<file path="src/rtl/boolean_sweep_ctrl.sv">
// Self-test sequencer for the 4-input boolean circuit E = A + BC + B'D, F = B'C + BC'D'.
// Sweeps all 16 vectors and builds truth-table maps and ones-counts. Define SWEEP_CHECK_EN for golden compare.
module boolean_sweep_ctrl #(
    parameter int SETTLE_CYCLES = 1
) (
    input  logic        clk,
    input  logic        rst,
    input  logic        start,
    input  logic        abort,
    input  logic        e_in,
    input  logic        f_in,
    output logic        a_out,
    output logic        b_out,
    output logic        c_out,
    output logic        d_out,
    output logic        busy,
    output logic        done,
    output logic [15:0] e_map,
    output logic [15:0] f_map,
    output logic [4:0]  e_count,
    output logic [4:0]  f_count,
    output logic        err_flag,
    output logic [3:0]  err_index
);

    typedef enum logic [1:0] {
        IDLE   = 2'd0,
        SETTLE = 2'd1,
        SAMPLE = 2'd2,
        DONE   = 2'd3
    } state_t;

    localparam logic [3:0] SETTLE_LAST = 4'(SETTLE_CYCLES - 1);

    state_t      state_reg;
    logic [3:0]  index_reg;
    logic [3:0]  settle_cnt_reg;
    logic        busy_reg;
    logic        done_reg;
    logic [15:0] e_map_reg;
    logic [15:0] f_map_reg;
    logic [4:0]  e_count_reg;
    logic [4:0]  f_count_reg;
    logic        err_flag_reg;
    logic [3:0]  err_index_reg;
    logic        mismatch;

`ifdef SWEEP_CHECK_EN
    logic [15:0] golden_e;
    logic [15:0] golden_f;

    // Golden truth tables are built per vector index at elaboration.
    for (genvar gi = 0; gi < 16; gi++) begin : g_golden
        localparam logic [3:0] IDX = 4'(gi);
        assign golden_e[gi] = IDX[3] | (IDX[2] & IDX[1]) | (~IDX[2] & IDX[0]);
        assign golden_f[gi] = (~IDX[2] & IDX[1]) | (IDX[2] & ~IDX[1] & ~IDX[0]);
    end

    assign mismatch = (e_in != golden_e[index_reg]) || (f_in != golden_f[index_reg]);
`else
    assign mismatch = 1'b0;
`endif

    always_ff @(posedge clk) begin
        if (rst) begin
            state_reg      <= IDLE;
            index_reg      <= 4'd0;
            settle_cnt_reg <= 4'd0;
            busy_reg       <= 1'b0;
            done_reg       <= 1'b0;
            e_map_reg      <= 16'd0;
            f_map_reg      <= 16'd0;
            e_count_reg    <= 5'd0;
            f_count_reg    <= 5'd0;
            err_flag_reg   <= 1'b0;
            err_index_reg  <= 4'd0;
        end else begin
            case (state_reg)
                IDLE: begin
                    done_reg <= 1'b0;
                    if (start && !abort) begin
                        state_reg      <= SETTLE;
                        index_reg      <= 4'd0;
                        settle_cnt_reg <= 4'd0;
                        busy_reg       <= 1'b1;
                        e_map_reg      <= 16'd0;
                        f_map_reg      <= 16'd0;
                        e_count_reg    <= 5'd0;
                        f_count_reg    <= 5'd0;
                        err_flag_reg   <= 1'b0;
                        err_index_reg  <= 4'd0;
                    end
                end

                SETTLE: begin
                    if (abort) begin
                        state_reg      <= IDLE;
                        index_reg      <= 4'd0;
                        settle_cnt_reg <= 4'd0;
                        busy_reg       <= 1'b0;
                    end else begin
                        settle_cnt_reg <= settle_cnt_reg + 4'd1;
                        if (settle_cnt_reg == SETTLE_LAST) begin
                            state_reg <= SAMPLE;
                        end
                    end
                end

                SAMPLE: begin
                    // An abort in the sample cycle discards this vector's result.
                    if (abort) begin
                        state_reg      <= IDLE;
                        index_reg      <= 4'd0;
                        settle_cnt_reg <= 4'd0;
                        busy_reg       <= 1'b0;
                    end else begin
                        e_map_reg[index_reg] <= e_in;
                        f_map_reg[index_reg] <= f_in;
                        e_count_reg          <= e_count_reg + {4'd0, e_in};
                        f_count_reg          <= f_count_reg + {4'd0, f_in};
                        if (mismatch && !err_flag_reg) begin
                            err_flag_reg  <= 1'b1;
                            err_index_reg <= index_reg;
                        end
                        settle_cnt_reg <= 4'd0;
                        if (index_reg == 4'd15) begin
                            state_reg <= DONE;
                            index_reg <= 4'd0;
                            busy_reg  <= 1'b0;
                            done_reg  <= 1'b1;
                        end else begin
                            state_reg <= SETTLE;
                            index_reg <= index_reg + 4'd1;
                        end
                    end
                end

                DONE: begin
                    done_reg  <= 1'b0;
                    state_reg <= IDLE;
                end

                default: begin
                    state_reg <= IDLE;
                    busy_reg  <= 1'b0;
                    done_reg  <= 1'b0;
                end
            endcase
        end
    end

    assign a_out     = index_reg[3];
    assign b_out     = index_reg[2];
    assign c_out     = index_reg[1];
    assign d_out     = index_reg[0];
    assign busy      = busy_reg;
    assign done      = done_reg;
    assign e_map     = e_map_reg;
    assign f_map     = f_map_reg;
    assign e_count   = e_count_reg;
    assign f_count   = f_count_reg;
    assign err_flag  = err_flag_reg;
    assign err_index = err_index_reg;

endmodule

</file>
<file path="config.mk">
export PLATFORM = sky130hd
export DESIGN_NAME = boolean_sweep_ctrl
export DESIGN_NICKNAME = d
export VERILOG_FILES = /design/src/rtl/boolean_sweep_ctrl.sv
export SDC_FILE = /design/constraint.sdc
export NUM_CORES = 1
export LEC_CHECK = 0
export ABC_AREA = 1
export ABC_CLOCK_PERIOD_IN_PS = 1800
export CAP_MARGIN = 5
export CORE_ASPECT_RATIO = 1.75
export CORE_UTILIZATION = 30
export DETAILED_ROUTE_END_ITERATION = 8
export SYNTH_ARGS = -nofsm -noshare
export SYNTH_HDL_FRONTEND = slang
export SYNTH_SLANG_ARGS = --single-unit
</file>
<file path="constraint.sdc">
create_clock -name clk -period 1.8 [get_ports clk]
set_clock_uncertainty 0.05 [all_clocks]
set_input_delay 0.27 -clock clk [delete_from_list [all_inputs] [get_ports clk]]
set_output_delay 0.27 -clock clk [all_outputs]
set_load 0.02 [all_outputs]
</file>
==> results of run 1 <==
==> cells by family after synthesis <==
group | share of synthesized area [%]
buffers and inverters | 11.25
XOR/XNOR | 0.6204
AO/OA/AOI/OAI | 10.01
flip-flops | 38.28
AND/OR/NAND/NOR | 33.50
other | 0.1328
adder cells (fa/ha/maj) | 6.203
==> how the worst max path moves through the flow <==
stage	from	endpoint	slack (ns)	cells after the start
floorplan	state_reg[0]$_SDFFE_PP0P_	e_count[1]$_SDFFE_PP0P_	0.24	9
global placement	abort	f_count[3]$_SDFFE_PP0P_	0.10	8
detailed placement	e_in	e_count[4]$_SDFFE_PP0P_	0.06	9
CTS	index_reg[0]$_SDFFE_PP0P_	d_out	0.08	1
global route	state_reg[0]$_SDFFE_PP0P_	index_reg[3]$_SDFFE_PP0P_	0.008	8
finish	f_count[2]$_SDFFE_PP0P_	f_count[2]	0.09	1
==> routing by layer <==
layer | share of wire (%) | routed length (um) | up-vias | global-route usage [%]
met5 | 0 | 0 | - | 0
met4 | 3.7 | 276 | 0 | 9.150
met3 | 4.0 | 296 | 21 | 2.548
met2 | 52 | 3883 | 71 | 27.57
met1 | 40 | 3005 | 1294 | 18.14
li1 | - | - | 1460 | -
==> stage by stage <==
stage / power [mW] / instances / hold slack [ns]
3_5_place_dp: 2.075 / 575 / 0.4047
2_1_floorplan: 1.824 / 414 / 0.4258
5_1_grt: 3.234 / 584 / 0.4275
4_1_cts: 3.064 / 583 / 0.4157
6_report: 3.071 / 584 / 0.4125
3_3_place_gp: 2.059 / 575 / 0.3997
==> layout make-up <==
type | count | share of cell area, %
well taps | 120 | 4.044
clock buffers | 7 | 3.842
inverters | 43 | 4.348
repair buffers | 73 | 19.58
multi-input cells | 286 | 38.93
clock inverters | 1 | 0.1348
flip-flops and latches | 54 | 29.12
==> placed cells by master, fill, tap and decap left out <==
cell | synthesis | routed
clkbuf_1 | 7 | 1
clkbuf_8 | 0 | 1
conb_1 | 1 | 5
ha_2 | 0 | 1
o21ai_1 | 0 | 1
clkdlybuf4s50_1 | 0 | 53
nor2_1 | 25 | 25
ha_1 | 14 | 13
xor2_1 | 2 | 2
o22ai_1 | 1 | 1
nor2_2 | 1 | 1
nor3_1 | 1 | 1
clkinv_2 | 0 | 1
o21ai_2 | 1 | 1
o21ai_0 | 9 | 8
nand3_1 | 43 | 43
nand4_1 | 40 | 40
inv_1 | 43 | 43
buf_12 | 0 | 2
dfxtp_1 | 54 | 54
buf_4 | 6 | 16
a22oi_1 | 1 | 1
a21oi_1 | 43 | 43
clkbuf_16 | 0 | 6
buf_6 | 0 | 1
nand2_2 | 0 | 1
nand2_1 | 100 | 99
==> power breakdown <==
group	leakage, nW	total (mW)	internal [mW]	switching, mW
Combinational	0.974	0.794	0.298	0.496
Sequential	0.437	1.29	1.24	0.0444
Clock	0.0739	0.992	0.553	0.439
==> worst reg2reg max path, delay by kind of cell, from the launching register on <==
family	cells	cell delay [ns]
simple gates	3	0.45
buf+inv	2	0.36
flops	1	0.37
fa+ha+maj	1	0.25
compound gates	1	0.05
==> cells in the mapped netlist, drive strengths merged <==
cell    count
inv        43
nor3        1
ha         14
nand2     100
o21ai      10
buf        24
dfxtp      54
clkbuf      7
nand4      40
a21oi      43
o22ai       1
nand3      43
xor2        2
nor2       26
conb        1
a22oi       1
==> timing repair <==
action / in CTS / in global routing
setup buffers: 0 / 0
endpoints found under the setup margin: 0 / 1
resized for setup: 0 / 3
==> impl_metrics.csv, run 1 <==
group,metric,value,unit
status,status,"finished clean",
global_routing,overflow,0,
setup_path,critical_path_buf_inv_count,1,
sta,hold_viol_final,0,
floorplanning,dieArea,9820,um^2
place,globalplace.congestion,0.8293,
floorplanning,die_w,75.34,um
layout,diodes,0,
flow_run,maxCapViolations,0,
sta,setup_viol,0,
setup_path,worstPathArrival,1.39,ns
setup_path,startpoint_type,"flop",
hold_path,min-delay-start,"e_map[1]$_SDFFE_PP0P_",
sta,setup-tns-final,0,ns
layout,area_growth_syn_to_layout,31.46,%
global_routing,grt_pass1_wl,12070,um
cts,clockBufferDepth,2,
setup_path,critPathTopFamily,"buffers and inverters",
hold_path,min_to,"e_map[1]$_SDFFE_PP0P_",
sta,maxSlewViolCount,0,
cts,cts.clk_slew.worst_paths,0.07,ns
synth,synth.yosys.seq_area_share,38.28,%
place,numPortBuffers,53,
layout,fin_area,3712,um^2
route,dr.pass1.iters,6,
layout,nNetsFinal,483,
layout,register_area,1081,um^2
place,post-place-ws,0.06032,ns
setup_path,required,1.48,ns
sta,rsz0062_at_grt,"false",
synth,synth_top_cell_by_area,"dfxtp_1",
synth,ys_types,20,
setup_path,slowest_delay,0.65,ns
synth,ys_ff_latch,54,
layout,fillers,969,
floorplanning,die_h,130.3,um
power_and_ir_drop,ir_drop,413.6,uV
setup_path,rr_worst_depth,7,
synth,ys_warn_count,0,
floorplanning,core,9094,um^2
route,final_antenna_net_count,0,
layout,multi_input_area,1445,um^2
global_routing,grt_start_max_net_pins,40,
setup_path,end_kind,"primary output",
route,drt_wl_total,7462,um
hold_path,min_path_cells,2,
power_and_ir_drop,leakage,1.485,nW
sta,fin_ws,0.09397,ns
route,drcViolationCount,0,
setup_path,reg2reg_to,"e_map[7]$_SDFFE_PP0P_",
setup_path,path_class,"flop to primary output",
place,post_dp_cell_area,3533,um^2
synth,synth_top_area_share,38.28,%
power_and_ir_drop,powerDensity,827.4,nW/um^2
setup_path,r2r_start,"state_reg[0]$_SDFFE_PP0P_",
route,drt_first_iter_violations,219,
floorplanning,rows,46,
cts,cts_tree,"built",
cts,cts_htree_levels,2,
cts,cts.sinks,54,
synth,synthTopCellsByArea,"dfxtp_1, nand2_1, nand4_1",
global_routing,antenna_found_initial,0,
synth,syn_inst,410,
global_routing,grt_usage,15.99,%
route,vias,2846,
global_routing,grt_pass1_vias,2659,
route,wl_per_cell,12.78,um
setup_path,worst_path_max_delay_cell,"clkdlybuf4s50_1",
cts,numCtsBuffers,5,
place,dp.final_hpwl,5379,um
floorplanning,ios,59,
synth,netlist_area,2824,um^2
sta,clock.fmax,0.5862,GHz
cts,postCtsHoldBufs,0,
hold_path,hold_path_class,"flop to flop",
layout,drive_gt1_share,6.681,%
floorplanning,start_util,31.05,%
setup_path,ff2ff_setup_slack,0.17,ns
cts,clk_latency,0.30,ns
route,via_per_inst,4.873,
sta,period_share,94.78,%
cts,cts_root_buf,"clkbuf_16",
setup_path,path_cells,"clkdlybuf4s50_1",
sta,period_needed,1.706,ns
layout,final_util,40.82,%
setup_path,worstPathMaxFanout,6,
synth,syn_avg_cell_area,6.888,um^2
Note: power is estimated with default switching activity, not from simulation.
==> run 2: changes to the inputs <==
- ABC_CLOCK_PERIOD_IN_PS: 1800 -> 2100
- CTS_CLUSTER_DIAMETER: default -> 80
- clock period: 1.8 -> 2.1 ns (I/O delays scaled with it)
==> impl_metrics.csv, run 2 (same netlist as run 1, synthesis figures left out) <==
group,metric,value,unit
global_routing,grt_start_max_net_pins,34,
setup_path,worstPathArrival,1.97,ns
layout,drive_gt1_share,5.229,%
sta,setup_viol,0,
layout,area_growth_syn_to_layout,29.38,%
floorplanning,ios,59,
place,dp_cells,571,
cts,cts_tree,"built",
global_routing,use_met2,27.73,%
cts,postCtsHoldBufs,0,
global_routing,grt.busiest_layer,"met2",
layout,fillers,954,
layout,layout_common_cells,"nand2_1, dfxtp_1, clkdlybuf4s50_1",
sta,maxSlewViolCount,0,
sta,hold_viol_final,0,
cts,numCtsBuffers,5,
setup_path,required,2.24,ns
layout,nNetsFinal,478,
setup_path,worstPathMaxFanout,21,
floorplanning,dieArea,9820,um^2
place,globalplace.congestion,0.8197,
floorplanning,rows,46,
status,status,"finished clean",
global_routing,use_met3,2.703,%
sta,period_share,87.34,%
setup_path,path_class,"flop to flop",
global_routing,grt_pass1_vias,2590,
power_and_ir_drop,leakage,1.455,nW
cts,cts_htree_levels,2,
global_routing,grt_usage,15.93,%
sta,period_needed,1.834,ns
route,wl_per_cell,12.70,um
sta,clock.fmax,0.5452,GHz
floorplanning,start_util,31.05,%
cts,cts_root_buf,"clkbuf_16",
setup_path,rr_worst_depth,8,
place,post-place-ws,0.1491,ns
route,drt_first_iter_violations,147,
cts,cts_resized,0,
global_routing,use_met1,18.43,%
route,via_per_inst,4.879,
global_routing,antenna_found_initial,0,
route,drt_wl_total,7352,um
global_routing,overflow,0,
cts,clockBufferDepth,2,
place,numPortBuffers,53,
route,final_antenna_net_count,0,
floorplanning,die_w,75.34,um
route,vias,2825,
layout,diodes,0,
sta,timing.hold.ws,0.4115,ns
route,drcViolationCount,0,
cts,cts.clk_slew.worst_paths,0.07,ns
hold_path,hold_path_class,"flop to flop",
setup_path,end_kind,"flop",
cts,cts.sinks,54,
setup_path,cp-startpoint,"state_reg[0]$_SDFFE_PP0P_",
flow_run,maxCapViolations,0,
floorplanning,core,9094,um^2
global_routing,grt_pass1_wl,11990,um
cts,cts_setup_buffers,0,
hold_path,min-delay-start,"f_map[10]$_SDFFE_PP0P_",
sta,setup-tns-final,0,ns
setup_path,r2r_start,"state_reg[0]$_SDFFE_PP0P_",
power_and_ir_drop,ir_drop,501.3,uV
route,dr.pass1.iters,4,
floorplanning,die_h,130.3,um
place,dp.final_hpwl,5365,um
layout,final_cells,579,
power_and_ir_drop,powerDensity,731.6,nW/um^2
hold_path,min_path_cells,2,
sta,fin_ws,0.2659,ns
sta,rsz0062_at_grt,"false",
cts,clk_latency,0.29,ns
setup_path,startpoint_type,"flop",
layout,final_common_cell,"nand2_1",
layout,final_util,40.18,%
[run 2: cell types whose count changed in the layout (fill, tap and decap cells not counted), sizes merged]
cell / change
buf: -4
bufinv: +1
clkbuf: -1
clkinv: -1
[run 2: final cells by class]
cell class                      instances  area [um^2]  area share, %
Inverter                               43        161.4          4.418
Sequential cell                        54         1081          29.59
Tap cell                              120        150.1          4.110
Clock inverter                          1        30.03         0.8219
Timing Repair Buffer                   68        655.6          17.95
Clock buffer                            7        132.6          3.630
Multi-Input combinational cell        286         1443          39.49
[run 2: critical path: stages, from the launching register on]
cell	delay (ns)
dfxtp_1	0.33
inv_1	0.10
ha_1	0.34
nand2_1	0.17
o21ai_2	0.11
buf_4	0.28
nand3_1	0.12
o21ai_0	0.18
nor2_1	0.05
[run 2: report_power, final]
group	internal (mW)	leakage (nW)	switching, mW
Combinational	0.222	0.940	0.416
Sequential	1.06	0.437	0.0387
Clock	0.564	0.0781	0.368
Total	1.85	1.45	0.823
[run 2: layer usage]
metal  wire (um)  up-vias
li1            -     1446
met1        3005     1303
met2        3896       61
met3         223       15
met4         227        0
met5           0        -
[run 2: worst paths after layout]
| check | to | slack [ns] |
|---|---|---|
| setup reg to reg | e_count[3]$_SDFFE_PP0P_ | 0.27 |
| hold / removal | f_map[10]$_SDFFE_PP0P_ | 0.41 |
| hold reg to reg | f_map[10]$_SDFFE_PP0P_ | 0.41 |
| setup / recovery | e_count[3]$_SDFFE_PP0P_ | 0.27 |
[run 2: per-stage QoR]
stage	instance area, um^2	total power, mW
final	3654	2.673
after global routing	3654	2.831
after CTS	3654	2.706
after detailed placement	3491	1.763
after global placement	3491	1.754
after floorplan	2839	1.563
